===== src/rtl/alu_iq_pkg.sv =====
// Shared types for the ALU issue queue: ALU op codes, operand slot and entry layout.
// The struct widths follow the default tag/operand widths of the queue.
package alu_iq_pkg;

   localparam int IQ_TAG_W = 6;
   localparam int IQ_XLEN  = 32;

   typedef enum logic [3:0] {
      ALU_ADD  = 4'b0000,
      ALU_SUB  = 4'b0001,
      ALU_AND  = 4'b0010,
      ALU_OR   = 4'b0011,
      ALU_XOR  = 4'b0100,
      ALU_SLL  = 4'b0101,
      ALU_SRL  = 4'b0110,
      ALU_SRA  = 4'b0111,
      ALU_CTZ  = 4'b1010,
      ALU_CLZ  = 4'b1011,
      ALU_CPOP = 4'b1100
   } alu_op_e;

   typedef struct packed {
      logic                rdy;
      logic [IQ_TAG_W-1:0] tag;
      logic [IQ_XLEN-1:0]  val;
   } iq_src_t;

   typedef struct packed {
      logic                valid;
      alu_op_e             op;
      logic                mode;
      iq_src_t             src1;
      iq_src_t             src2;
      logic [IQ_TAG_W-1:0] dst_tag;
   } iq_entry_t;

endpackage


===== src/rtl/alu_iq_operand.sv =====
// One source-operand capture slot: loads at dispatch (with same-cycle CDB bypass)
// and wakes up from the result broadcast while its entry is valid.
module alu_iq_operand #(
   parameter int TAG_W = 6,
   parameter int XLEN  = 32
) (
   input  logic             clk,
   input  logic             rst,
   input  logic             clear,
   input  logic             entry_valid,
   input  logic             load,
   input  logic             load_rdy,
   input  logic [TAG_W-1:0] load_tag,
   input  logic [XLEN-1:0]  load_val,
   input  logic             cdb_valid,
   input  logic [TAG_W-1:0] cdb_tag,
   input  logic [XLEN-1:0]  cdb_data,
   output logic             rdy,
   output logic [XLEN-1:0]  val
);

   logic [TAG_W-1:0] tag;
   logic             hit_load;
   logic             hit_wake;

   assign hit_load = cdb_valid && (cdb_tag == load_tag);
   assign hit_wake = entry_valid && !rdy && cdb_valid && (cdb_tag == tag);

   always_ff @(posedge clk or posedge rst) begin
      if (rst) begin
         rdy <= 1'b0;
         tag <= '0;
         val <= '0;
      end else if (!clear) begin
         if (load) begin
            tag <= load_tag;
            if (load_rdy) begin
               rdy <= 1'b1;
               val <= load_val;
            end else if (hit_load) begin
               rdy <= 1'b1;
               val <= cdb_data;
            end else begin
               rdy <= 1'b0;
               val <= '0;
            end
         end else if (hit_wake) begin
            rdy <= 1'b1;
            val <= cdb_data;
         end
      end
   end

endmodule


===== src/rtl/alu_issue_queue.sv =====
// In-order ALU issue buffer: circular FIFO of decoded ops that waits for both
// operands (snooping the CDB) and presents the oldest op on a valid/ready port.
module alu_issue_queue
   import alu_iq_pkg::*;
#(
   parameter int DEPTH = 4,
   parameter int TAG_W = IQ_TAG_W,
   parameter int XLEN  = IQ_XLEN
) (
   input  logic                         clk,
   input  logic                         rst,
   input  logic                         flush,
   input  logic                         disp_valid,
   output logic                         disp_ready,
   input  logic [3:0]                   disp_alu_control,
   input  logic                         disp_add_sub_mode,
   input  logic                         disp_src1_rdy,
   input  logic                         disp_src2_rdy,
   input  logic [XLEN-1:0]              disp_src1_val,
   input  logic [XLEN-1:0]              disp_src2_val,
   input  logic [TAG_W-1:0]             disp_src1_tag,
   input  logic [TAG_W-1:0]             disp_src2_tag,
   input  logic [TAG_W-1:0]             disp_dst_tag,
   input  logic                         cdb_valid,
   input  logic [TAG_W-1:0]             cdb_tag,
   input  logic [XLEN-1:0]              cdb_data,
   output logic                         iss_valid,
   input  logic                         iss_ready,
   output logic [XLEN-1:0]              iss_A,
   output logic [XLEN-1:0]              iss_B,
   output logic [3:0]                   iss_alu_control,
   output logic                         iss_add_sub_mode,
   output logic [TAG_W-1:0]             iss_dst_tag,
   output logic [$clog2(DEPTH+1)-1:0]   count
);

   localparam int PTR_W = $clog2(DEPTH);
   localparam int CNT_W = $clog2(DEPTH+1);

   logic [PTR_W-1:0] head;
   logic [PTR_W-1:0] tail;
   logic [DEPTH-1:0] vld;
   logic [DEPTH-1:0] mode_q;
   alu_op_e          op_q   [DEPTH];
   logic [TAG_W-1:0] dst_q  [DEPTH];
   logic [DEPTH-1:0] s1_rdy;
   logic [DEPTH-1:0] s2_rdy;
   logic [XLEN-1:0]  s1_val [DEPTH];
   logic [XLEN-1:0]  s2_val [DEPTH];
   iq_entry_t        disp_e;
   logic             push;
   logic             pop;
   logic             head_vld;

   // Flush wins over both push and pop for the cycle it is asserted.
   assign disp_ready = (count != CNT_W'(DEPTH));
   assign push       = disp_valid && disp_ready && !flush;
   assign pop        = iss_valid && iss_ready && !flush;

   always_comb begin
      disp_e           = '0;
      disp_e.valid     = push;
      disp_e.op        = alu_op_e'(disp_alu_control);
      disp_e.mode      = disp_add_sub_mode;
      disp_e.src1.rdy  = disp_src1_rdy;
      disp_e.src1.tag  = disp_src1_tag;
      disp_e.src1.val  = disp_src1_val;
      disp_e.src2.rdy  = disp_src2_rdy;
      disp_e.src2.tag  = disp_src2_tag;
      disp_e.src2.val  = disp_src2_val;
      disp_e.dst_tag   = disp_dst_tag;
   end

   for (genvar i = 0; i < DEPTH; i++) begin : g_ent
      logic load;
      assign load = disp_e.valid && (tail == PTR_W'(i));

      alu_iq_operand #(.TAG_W(TAG_W), .XLEN(XLEN)) u_src1 (
         .clk(clk), .rst(rst), .clear(flush), .entry_valid(vld[i]), .load(load),
         .load_rdy(disp_e.src1.rdy), .load_tag(disp_e.src1.tag), .load_val(disp_e.src1.val),
         .cdb_valid(cdb_valid), .cdb_tag(cdb_tag), .cdb_data(cdb_data),
         .rdy(s1_rdy[i]), .val(s1_val[i])
      );

      alu_iq_operand #(.TAG_W(TAG_W), .XLEN(XLEN)) u_src2 (
         .clk(clk), .rst(rst), .clear(flush), .entry_valid(vld[i]), .load(load),
         .load_rdy(disp_e.src2.rdy), .load_tag(disp_e.src2.tag), .load_val(disp_e.src2.val),
         .cdb_valid(cdb_valid), .cdb_tag(cdb_tag), .cdb_data(cdb_data),
         .rdy(s2_rdy[i]), .val(s2_val[i])
      );
   end

   // A push targets an empty slot, so push and pop never touch the same entry.
   always_ff @(posedge clk or posedge rst) begin
      if (rst) begin
         vld    <= '0;
         mode_q <= '0;
         head   <= '0;
         tail   <= '0;
         count  <= '0;
         for (int i = 0; i < DEPTH; i++) begin
            op_q[i]  <= ALU_ADD;
            dst_q[i] <= '0;
         end
      end else if (flush) begin
         vld   <= '0;
         head  <= '0;
         tail  <= '0;
         count <= '0;
      end else begin
         if (push) begin
            vld[tail]    <= 1'b1;
            op_q[tail]   <= disp_e.op;
            mode_q[tail] <= disp_e.mode;
            dst_q[tail]  <= disp_e.dst_tag;
            tail         <= tail + PTR_W'(1);
         end
         if (pop) begin
            vld[head] <= 1'b0;
            head      <= head + PTR_W'(1);
         end
         if (push && !pop)
            count <= count + CNT_W'(1);
         else if (!push && pop)
            count <= count - CNT_W'(1);
      end
   end

   assign head_vld         = vld[head];
   assign iss_valid        = head_vld && s1_rdy[head] && s2_rdy[head];
   assign iss_A            = head_vld ? s1_val[head] : '0;
   assign iss_B            = head_vld ? s2_val[head] : '0;
   assign iss_alu_control  = head_vld ? op_q[head] : 4'b0000;
   assign iss_add_sub_mode = head_vld ? mode_q[head] : 1'b0;
   assign iss_dst_tag      = head_vld ? dst_q[head] : '0;

endmodule


===== config.mk =====
export PLATFORM = sky130hd
export DESIGN_NAME = alu_issue_queue
export DESIGN_NICKNAME = d
export VERILOG_FILES = /design/src/rtl/alu_iq_pkg.sv /design/src/rtl/alu_iq_operand.sv /design/src/rtl/alu_issue_queue.sv
export SDC_FILE = /design/constraint.sdc
export NUM_CORES = 1
export LEC_CHECK = 0
export ABC_CLOCK_PERIOD_IN_PS = 12300
export CAP_MARGIN = 20
export CELL_PAD_IN_SITES_DETAIL_PLACEMENT = 1
export CELL_PAD_IN_SITES_GLOBAL_PLACEMENT = 1
export CORE_MARGIN = 2
export CORE_UTILIZATION = 41
export DETAILED_ROUTE_END_ITERATION = 10
export PLACE_DENSITY = 0.79
export SLEW_MARGIN = 20
export SYNTH_ARGS = -nofsm -noshare
export SYNTH_HDL_FRONTEND = slang
export SYNTH_SLANG_ARGS = --single-unit

===== constraint.sdc =====
create_clock -name clk -period 12.3 [get_ports clk]
set_input_delay 3.075 -clock clk [delete_from_list [all_inputs] [get_ports clk]]
set_output_delay 3.075 -clock clk [all_outputs]
set_load 0.01 [all_outputs]

==> qor.yml, run 1 <==
synth:
  synth.top_cell.area_share_pct: 46.73
  netlist_instances: 1900
  synth-simple-area-share_pct: 16.79
  synth_seq_cells: 367
  synth_edf_count: 0
  synth_top_family_by_area: "multiplexers"
  synthTopCellsByArea: "dfrtp_1 47%, mux4_2 8.6%, mux2i_1 6.6%"
  synth_cell_types: 50
  syn_avg_cell_area_um2: 10.34
  async_flop_share_pct: 100.0
  synthAdderAreaFrac_pct: 0.6112
  synthesis.nets: 2042
  synthXorXnorAreaFrac_pct: 2.833
  postSynth.topFlopCell: "dfrtp_1"
  synth-seq-area-share_pct: 46.73
  synth_compound_area_share_pct: 10.89
  synth_area_um2: 19650
  synth_top_area_cell: "dfrtp_1"
  muxShareOfSynthArea_pct: 17.32
  yosysWarningCount: 0
cells_and_area:
  n_antenna_cell: 0
  syn2layout_area_growth_pct: 18.84
  nets: 2128
  drive_above_1_share_pct: 10.98
timing:
  slew_violations: 0
  hold_viol: 0
  worst_slack_ps: 5502
  fin_crit_sh_pct: 55.27
  relSlewSlack_pct: 25.75
  rsz0062_at_grt: "no"
  skew_ps: 24.31
  tightest_slew_ps: 1111
  fin_setup_tns_ps: 0
  fmax_ghz: 0.1471
  fin_crit_ps: 6798
  setup_viol_count_final: 0
floorplanning:
  start_util_pct: 41.33
  die-area_um2: 49700
  fp.dieW_um: 222.9
  core_area_um2: 47550
  ios: 213
  rows: 80
  die_h_um: 222.9
hold_path:
  min_path_cells: 2
  whs_endpoint: "dst_q[7]"
  worstHoldStart: "dst_q[7]"
  min_path_type: "reg2reg"
global_routing:
  grt_usage_pct: 26.95
  grt_max_degree: 168
  antenna_found_initial: 9
  grt_first_pass_wirelength_um: 103600
  grt_overflow_total: 0
  grt_pass1_vias: 17060
setup_path:
  cp.required_ps: 9220
  worst_r2r_path_depth: 5
  critPathMaxFanout: 52
  r2r_start: "count[2]"
  cp-start-kind: "flop"
  crit_arrival_ps: 3720
  r2r_setup_slack_ps: 9010
  cp-end-kind: "output port"
  critPathKind: "reg2out"
  timing.rr.end: "g_ent[3].u_src1.val[29]"
run_status:
  status: "complete, no violations"
drt:
  dr.pass1.iters: 5
  wl_per_cell_um: 25.47
  via_per_inst: 6.091
  route.detailed.drc: 0
  antenna_left: 0
  vias: 16010
  wl_um: 66950
  drt-initial-drc-count: 1378
clocking:
  postCtsSetupRepairBufs: 0
  cts.repair.resized: 0
  cts_tree: "built"
  cts-root-buf: "clkbuf_16"
  ctsHoldBuffers: 0
  htree_levels: 2
  clkLatencyLatePin_ps: 580
  cts-buffers-inserted: 42
  cts_sinks: 367
  clockBufferDepth: 3
  clk_pin_slew_ps: 60
placed_design:
  io_buffers: 212
  routabilityCongestion: 0.7942
  dp_hpwl_um: 40430
  dp_slack_ps: 5712
power_and_ir_drop:
  p_per_area_nw_per_um2: 184.9
  ir_drop_mv: 0.09969
  p_leak_nw: 9.608
  finalPower_w: 0.004318
run:
  maxCapViolations: 0
worst max-delay path by stage:
stage | start | endpoint | cells past startpoint
after CTS | head[0] | iss_B[15] | 4
after global placement | flush | g_ent[0].u_src1.val[11] | 7
after global routing | head[0] | iss_B[15] | 4
final | head[0] | iss_B[15] | 4
after detailed placement | flush | g_ent[0].u_src1.val[29] | 8
after floorplan | rst | count[0] | 1
synth_stat cells, types with 2 or more instances:
library cell / instances
nor4_1: 7
and3_1: 3
a21oi_1: 18
and2_1: 8
o21ai_1: 131
buf_2: 56
inv_1: 9
xor2_1: 28
o21ai_0: 8
buf_4: 9
nand3b_1: 5
xnor2_1: 33
clkbuf_1: 95
nor4_4: 4
nor2b_1: 76
nor3b_1: 2
mux4_2: 75
mux2i_1: 130
nand4_1: 8
nor3_1: 5
nand2_4: 2
nand2_1: 328
buf_6: 11
dfrtp_1: 367
nand3_1: 132
mux2_2: 33
a221o_1: 128
ha_1: 8
mux2i_2: 3
nor2_1: 137
buf_1: 22
routing by layer:
metal,vias to the layer above,routed length (um),track usage [%]
met2,571,31880,43.68
met5,-,76,0
met4,12,1798,8.985
li1,6889,-,-
met1,8391,29200,37.20
met3,143,3980,4.122
metrics by stage:
step / instance area [um^2] / cells / hold slack, ps / utilization (%)
6_report: 23350 / 2628 / 477.3 / 49.12
2_1_floorplan: 19660 / 1900 / 440.3 / -
5_1_grt: 23350 / 2628 / 500.0 / 49.12
4_1_cts: 23290 / 2625 / 478.4 / 48.98
3_5_place_dp: 21930 / 2554 / 462.9 / 46.12
3_3_place_gp: 21870 / 2552 / 451.7 / 46.00
cell usage in the layout (no fill, tap or decap), types with 5 or more instances in the layout:
master / netlist / final
nand2_1: 328 / 328
o21ai_1: 131 / 130
clkbuf_1: 95 / 9
a221o_1: 128 / 128
buf_4: 9 / 16
ha_1: 8 / 8
nand3_1: 132 / 132
mux2i_1: 130 / 129
o21ai_0: 8 / 8
mux4_2: 75 / 75
clkinv_2: 0 / 5
nor3_1: 5 / 5
mux2_2: 33 / 33
xnor2_1: 33 / 33
clkdlybuf4s50_1: 0 / 210
nand4_1: 8 / 8
xor2_1: 28 / 28
clkbuf_8: 0 / 9
nor4_1: 7 / 7
dfrtp_1: 367 / 365
nand3b_1: 5 / 5
nor2_1: 137 / 137
inv_1: 9 / 8
clkbuf_16: 0 / 43
a21oi_1: 18 / 18
nor2b_1: 76 / 76
critical path: stages, from the launching register on:
cell and delay (ps):
dfrtp_4 1100, buf_4 710, mux4_2 600, nor2b_1 170, clkdlybuf4s50_1 520
cells by family (layout without fill, tap and decap cells):
logic type | count (synthesis) | count (layout)
fa+ha+maj | 9 | 9
simple gates | 724 | 724
compound gates | 294 | 294
flops | 367 | 367
xor+xnor | 62 | 62
mux | 241 | 241
buf+inv | 203 | 316
registers in the layout, summed over array words and instances (netlist names):
register / cells
g_ent.u_src1.tag: 24
tail: 2
g_ent.u_src1.rdy: 4
g_ent.u_src1.val: 128
g_ent.u_src2.tag: 24
dst_q: 24
mode_q: 4
head: 2
g_ent.u_src2.val: 128
op_q: 16
vld: 4
count: 3
g_ent.u_src2.rdy: 4
cell type report:
cell class,count,area [um^2]
timing repair buffer,235,2395
clock inverter,10,126.4
tap,615,769.5
clock buffer,61,1234
multi-input combinational,1330,9598
fill,5090,24190
inverter,10,41.29
sequential,367,9191
report_power, final:
group          switching [W]  internal (W)  leakage (nW)  total, W
logic               0.000562      0.000603          4.09   0.00116
registers           0.000268       0.00162          4.85   0.00189
clock network       0.000530      0.000737         0.671   0.00127
Power figures use the tool's default switching activity.
==> run 2: changes to the inputs <==
--- a/config.mk
+++ b/config.mk
@@ -5,14 +5,14 @@
 export SDC_FILE = /design/constraint.sdc
 export NUM_CORES = 1
 export LEC_CHECK = 0
-export ABC_CLOCK_PERIOD_IN_PS = 12300
+export ABC_CLOCK_PERIOD_IN_PS = 6600
 export CAP_MARGIN = 20
 export CELL_PAD_IN_SITES_DETAIL_PLACEMENT = 1
 export CELL_PAD_IN_SITES_GLOBAL_PLACEMENT = 1
 export CORE_MARGIN = 2
-export CORE_UTILIZATION = 41
+export CORE_UTILIZATION = 45
 export DETAILED_ROUTE_END_ITERATION = 10
-export PLACE_DENSITY = 0.79
+export PLACE_DENSITY = 0.83
 export SLEW_MARGIN = 20
 export SYNTH_ARGS = -nofsm -noshare
 export SYNTH_HDL_FRONTEND = slang
==> constraint.sdc (replaced) <==
create_clock -name clk -period 6.6 [get_ports clk]
set_input_delay 1.65 -clock clk [delete_from_list [all_inputs] [get_ports clk]]
set_output_delay 1.65 -clock clk [all_outputs]
set_load 0.01 [all_outputs]
==> run 2 against run 1 <==
Compared with the run above: clock skew decreased by 4.7 ps; sequential cell count unchanged; sequential share of layout area decreased by 0.071 points; clock power increased by 87%; count of clock-buffer cells in the layout increased by 2; critical path type unchanged.
==> qor.yml, run 2 (same netlist as run 1, synthesis figures left out) <==
drt:
  via_per_inst: 6.251  # +2.6%
  vias: 16290  # +1.7%
  antenna_left: 0  # unchanged
  drt-initial-drc-count: 1361  # -1.2%
  dr.pass1.iters: 5  # unchanged
  wl_per_cell_um: 26.03  # +2.2%
  wl_um: 67820  # +1.3%
  route.detailed.drc: 0  # unchanged
setup_path:
  path_buf_inv: 2  # unchanged
  crit_path_cell_trace: "buf_4 -> mux4_2 -> nor2b_1 -> clkdlybuf4s50_1"
  crit_slowest_cell: "dfrtp_4"
  r2r_setup_slack_ps: 3330  # -5680 ps
  cp-end-kind: "output port"
  cp-start-kind: "flop"
  crit_start: "head[0]"
  path_delay_family: "buffers and inverters"
  critPathMaxFanout: 51  # -1.9%
  cp.required_ps: 4950  # -4270 ps
  r2r_start: "count[2]"
  critPathKind: "reg2out"
  slowest_delay_ps: 980  # -120 ps
  crit_arrival_ps: 3700  # -20 ps
power_and_ir_drop:
  ir_drop_mv: 0.1919  # +93%
  p_per_area_nw_per_um2: 347.2  # +88%
  p_leak_nw: 9.646  # +0.39%
floorplanning:
  core_area_um2: 43080  # -9.4%
  fp.dieW_um: 213.0  # -4.5%
  rows: 76  # -5.0%
  ios: 213  # unchanged
  start_util_pct: 45.62  # +4.3 points
  die-area_um2: 45360  # -8.7%
  die_h_um: 213.0  # -4.5%
clocking:
  clk_pin_slew_ps: 60  # about the same
  cts.repair.resized: 0  # unchanged
  postCtsSetupRepairBufs: 0  # unchanged
  htree_levels: 2  # unchanged
  clockBufferDepth: 3  # unchanged
  clkLatencyLatePin_ps: 560  # -20 ps
  cts_tree: "built"
  ctsHoldBuffers: 0  # unchanged
  cts-buffers-inserted: 42  # unchanged
  cts_sinks: 367  # unchanged
  cts-root-buf: "clkbuf_16"
timing:
  fin_crit_sh_pct: 81.07
  rsz0062_at_grt: "no"
  relSlewSlack_pct: 28.54  # +2.8 points
  skew_ps: 19.62  # -4.687 ps
  tightest_slew_ps: 1069  # -41.76 ps
  hold_viol: 0  # unchanged
  slew_violations: 0  # unchanged
  fin_crit_ps: 5351
  fin_setup_tns_ps: 0  # unchanged
  setup_viol_count_final: 0  # unchanged
  fmax_ghz: 0.1869
cells_and_area:
  reg_top3: "g_ent.u_src1.val x128, g_ent.u_src2.val x128"
  final_common_cell: "dfrtp_1"
  instances_no_fill: 2605  # -0.88%
  syn2layout_area_growth_pct: 19.05
  multi_input_area_um2: 9598  # unchanged
  nFillCells: 4599  # -9.6%
  drive_above_1_share_pct: 11.25  # +0.27 points
  nets: 2130  # +0.094%
  fin_area_um2: 23400  # +0.18%
  layout_common_cells: "365 x dfrtp_1, 328 x nand2_1, 210 x clkdlybuf4s50_1, 137 x nor2_1, 132 x nand3_1"
  regArea_um2: 9191  # unchanged
global_routing:
  grt_max_degree: 147  # -13%
  grt_pass1_vias: 17470  # +2.4%
  grt_first_pass_wirelength_um: 105700  # +2.0%
  grt_usage_pct: 30.38  # +3.4 points
  antenna_found_initial: 8  # -1
  grt_overflow_total: 0  # unchanged
placed_design:
  io_buffers: 212  # unchanged
  dp_cells: 2526  # -1.1%
  dp_hpwl_um: 40740  # +0.78%
  postPlaceCellArea_um2: 21940  # about the same
  routabilityCongestion: 0.8174  # +2.9%
hold_path:
  min_path_type: "reg2reg"
  worstHoldStart: "dst_q[1]"
run_status:
  status: "complete, no violations"
run:
  maxCapViolations: 0  # unchanged
run 2: routing by layer:
metal / wire length [um] / track usage (%) / vias to the layer above
met4: 1970 / 9.284 / 12
li1: - / - / 6901
met5: 77 / 0 / -
met3: 5582 / 6.074 / 150
met1: 27870 / 41.28 / 8476
met2: 32320 / 49.29 / 746
run 2: final cells by class:
class	instances	area share, %
Tap cell	585	3.128
Multi-Input combinational cell	1330	41.02
Clock inverter	11	0.5294
Timing Repair Buffer	237	10.45
Clock buffer	63	5.385
Antenna cell	2	0.02139
Sequential cell	367	39.28
Inverter	10	0.1765
run 2: power by group:
| part | switching, W | internal, W | total [W] |
|---|---|---|---|
| Sequential | 0.000521 | 0.00302 | 0.00354 |
| Clock | 0.000981 | 0.00140 | 0.00238 |
| Combinational | 0.00107 | 0.00114 | 0.00221 |
| Total | 0.00257 | 0.00555 | 0.00812 |
run 2: worst paths after layout:
check	to	cells after the start
worst max-delay path	iss_A[31]	4
worst min-delay path	dst_q[1]	2
worst max register to register	g_ent[3].u_src1.val[31]	5
worst min register to register	dst_q[1]	2
max in group asynchronous	g_ent[3].u_src2.val[7]	3
min in group asynchronous	g_ent[3].u_src2.tag[4]	2
run 2: worst min-delay path: stages, from the launching register on:
cell	delay (ps)
dfrtp_1	340
nand2_1	50
nand2_1	50
run 2: metrics by stage:
step	setup WS (ps)	utilization, %	hold WS [ps]	power, W
final	1249	54.32	474.9	0.008123
after CTS	1245	54.14	475.8	0.008131
after detailed placement	1491	50.93	460.6	0.005717
after global placement	1574	50.73	452.3	0.005530
after global routing	1091	54.30	501.8	0.008517
after floorplan	25.81	-	440.3	0.004869
==> run 3: changes to the inputs <==
--- a/config.mk
+++ b/config.mk
@@ -5,14 +5,14 @@
 export SDC_FILE = /design/constraint.sdc
 export NUM_CORES = 1
 export LEC_CHECK = 0
-export ABC_CLOCK_PERIOD_IN_PS = 6600
+export ABC_CLOCK_PERIOD_IN_PS = 4400
 export CAP_MARGIN = 20
 export CELL_PAD_IN_SITES_DETAIL_PLACEMENT = 1
 export CELL_PAD_IN_SITES_GLOBAL_PLACEMENT = 1
 export CORE_MARGIN = 2
-export CORE_UTILIZATION = 45
+export CORE_UTILIZATION = 41
 export DETAILED_ROUTE_END_ITERATION = 10
-export PLACE_DENSITY = 0.83
+export PLACE_DENSITY = 0.79
 export SLEW_MARGIN = 20
 export SYNTH_ARGS = -nofsm -noshare
 export SYNTH_HDL_FRONTEND = slang
==> constraint.sdc (replaced) <==
create_clock -name clk -period 4.4 [get_ports clk]
set_input_delay 1.1 -clock clk [delete_from_list [all_inputs] [get_ports clk]]
set_output_delay 1.1 -clock clk [all_outputs]
set_load 0.01 [all_outputs]
==> run 3 against run 2 <==
Compared with the run above: count of clock-buffer cells in the layout did not move; power up 52%; die area is 9.6% higher; clock power is 58% higher; critical endpoint is now iss_B[0]; largest power group unchanged.
==> qor.yml, run 3 (same netlist as run 1, synthesis figures left out) <==
timing:
  fmax_ghz: 0.2376
  slew_violations: 0  # unchanged
  setup_viol_count_final: 0  # unchanged
  hold-worst-slack_ps: 472.1  # -2.803 ps
  tightest_slew_ps: 1115  # +45.36 ps
  fin_crit_ps: 4209
  skew_ps: 15.34  # -4.280 ps
  rsz0062_at_grt: "no"
  hold_viol: 0  # unchanged
  fin_crit_sh_pct: 95.65
  relSlewSlack_pct: 25.51  # -3.0 points
run:
  maxCapViolations: 0  # unchanged
clocking:
  cts.repair.resized: 0  # unchanged
  cts-root-buf: "clkbuf_16"
  cts_sinks: 367  # unchanged
  htree_levels: 2  # unchanged
  clk_pin_slew_ps: 60  # about the same
  ctsHoldBuffers: 0  # unchanged
  clkLatencyLatePin_ps: 570  # about the same
  clockBufferDepth: 3  # unchanged
  cts-buffers-inserted: 41  # -2.4%
  postCtsSetupRepairBufs: 0  # unchanged
  cts_tree: "built"
cells_and_area:
  regArea_um2: 9191  # unchanged
  final_util_pct: 50.04  # -4.3 points
  nFillCells: 5095  # +11%
  drive_above_1_share_pct: 12.54  # +1.3 points
  multi_input_area_um2: 9607  # about the same
  syn2layout_area_growth_pct: 21.07
  final_common_cell: "dfrtp_1"
  reg_top3: "g_ent.u_src1.val x128, g_ent.u_src2.val x128"
  nets: 2158  # +1.3%
  layout_common_cells: "365 x dfrtp_1, 328 x nand2_1, 210 x clkdlybuf4s50_1, 137 x nor2_1, 132 x nand3_1"
  fin_area_um2: 23790  # +1.7%
global_routing:
  grt_max_degree: 90  # -39%
  grt_first_pass_wirelength_um: 108000  # +2.2%
  antenna_found_initial: 1  # -7
  grt_pass1_vias: 18000  # +3.1%
  grt_overflow_total: 0  # unchanged
  grt_usage_pct: 28.02  # -2.4 points
power_and_ir_drop:
  comb_power_share_pct: 27.1  # about the same
  internal_power_w: 0.008521  # +54%
  ir_drop_mv: 0.2717  # +42%
  p_leak_nw: 9.836  # +2.0%
  seqPwrFrac_pct: 42.5  # -1.1 points
  p_per_area_nw_per_um2: 520.3  # +50%
  swShare_pct: 31.17  # -0.51 points
  finalPower_w: 0.01238  # +52%
  power_frac_clock_pct: 30.3  # +1.0 points
  switchingPower_w: 0.003859  # +50%
floorplanning:
  die_h_um: 222.9  # +4.7%
  fp.dieW_um: 222.9  # +4.7%
  core_area_um2: 47550  # +10%
  ios: 213  # unchanged
  rows: 80  # +5.3%
  start_util_pct: 41.33  # -4.3 points
  die-area_um2: 49700  # +9.6%
placed_design:
  io_buffers: 212  # unchanged
  routabilityCongestion: 0.8130  # -0.54%
  dp_hpwl_um: 43050  # +5.6%
  postPlaceCellArea_um2: 22300  # +1.7%
setup_path:
  critPathMaxFanout: 26  # -49%
  crit_path_cell_trace: "mux2i_1 -> nand2_1 -> o21ai_4 -> buf_12 -> nor2b_1 -> clkdlybuf4s50_1"
  path_delay_family: "buffers and inverters"
  cp-end-kind: "output port"
  slowest_delay_ps: 640  # -340 ps
  cp-start-kind: "flop"
  path_buf_inv: 2  # unchanged
  crit_slowest_cell: "clkdlybuf4s50_1"
  critPathKind: "reg2out"
  crit_arrival_ps: 3110  # -590 ps
  cp.required_ps: 3300  # -1650 ps
drt:
  drt-initial-drc-count: 1152  # -15%
  wl_um: 69580  # +2.6%
  wl_per_cell_um: 26.11  # +0.29%
  via_per_inst: 6.102  # -2.4%
  antenna_left: 0  # unchanged
  dr.pass1.iters: 5  # unchanged
  route.detailed.drc: 0  # unchanged
  vias: 16260  # -0.14%
hold_path:
  min_path_type: "reg2reg"
run_status:
  status: "complete, no violations"
==> run 3: changes by cell type in the layout (fill, tap and decap cells not counted), sizes merged <==
cell    previous run  this run
o21ai            139       140
inv               10         9
diode              2         1
buf               27        55
bufinv             2         5
==> run 3: power by group through the flow <==
stage	clock network, W	registers [W]	logic [W]
after floorplan	0	0.00504	0.00227
after global placement	0	0.00519	0.00316
after detailed placement	0	0.00527	0.00333
after CTS	0.00379	0.00525	0.00337
after global routing	0.00391	0.00538	0.00367
final	0.00375	0.00527	0.00336
==> run 3: metal layers <==
metal	up-vias	wire length (um)	share of wire [%]	GRT usage, %
met2	670	33390	48	46.45
met5	-	0	0	0
met3	125	4729	6.8	4.689
li1	6950	-	-	-
met4	0	1876	2.7	9.223
met1	8517	29590	43	37.54
==> run 3: final timing paths <==
check	start	to	slack, ps	depth (start not counted)
worst max-delay path	head[1]	iss_B[0]	190	6
worst min register to register	dst_q[11]	dst_q[11]	470	2
max in group asynchronous	rst	dst_q[6]	2550	4
worst min-delay path	dst_q[11]	dst_q[11]	470	2
worst max register to register	head[1]	count[2]	1480	9
min in group asynchronous	rst	op_q[4]	930	2
==> run 3: final cells by class <==
type | count | share of cell area (%)
multi-input cells | 1331 | 40.38
flip-flops and latches | 367 | 38.63
repair buffers | 265 | 11.44
clock buffers | 63 | 5.301
well taps | 615 | 3.234
clock inverters | 13 | 0.8309
inverters | 10 | 0.1735
diodes | 1 | 0.01052
==> run 3: metrics by stage <==
step	cells	setup TNS, ps	setup slack (ps)
floorplan	1900	-596080	-1624
global placement	2586	0	468.2
detailed placement	2586	0	387.4
global route	2665	0	104.1
finish	2665	0	191.5
CTS	2662	0	37.49
==> run 3: worst register-to-register path: stages (launching register included) <==
cell and delay, ps:
dfrtp_4 440, buf_12 500, nand3_1 330, a211o_1 370
nand2_1 190, nor3_1 90, fa_1 410, nor4_1 340
o21bai_1 100, nand2_1 80
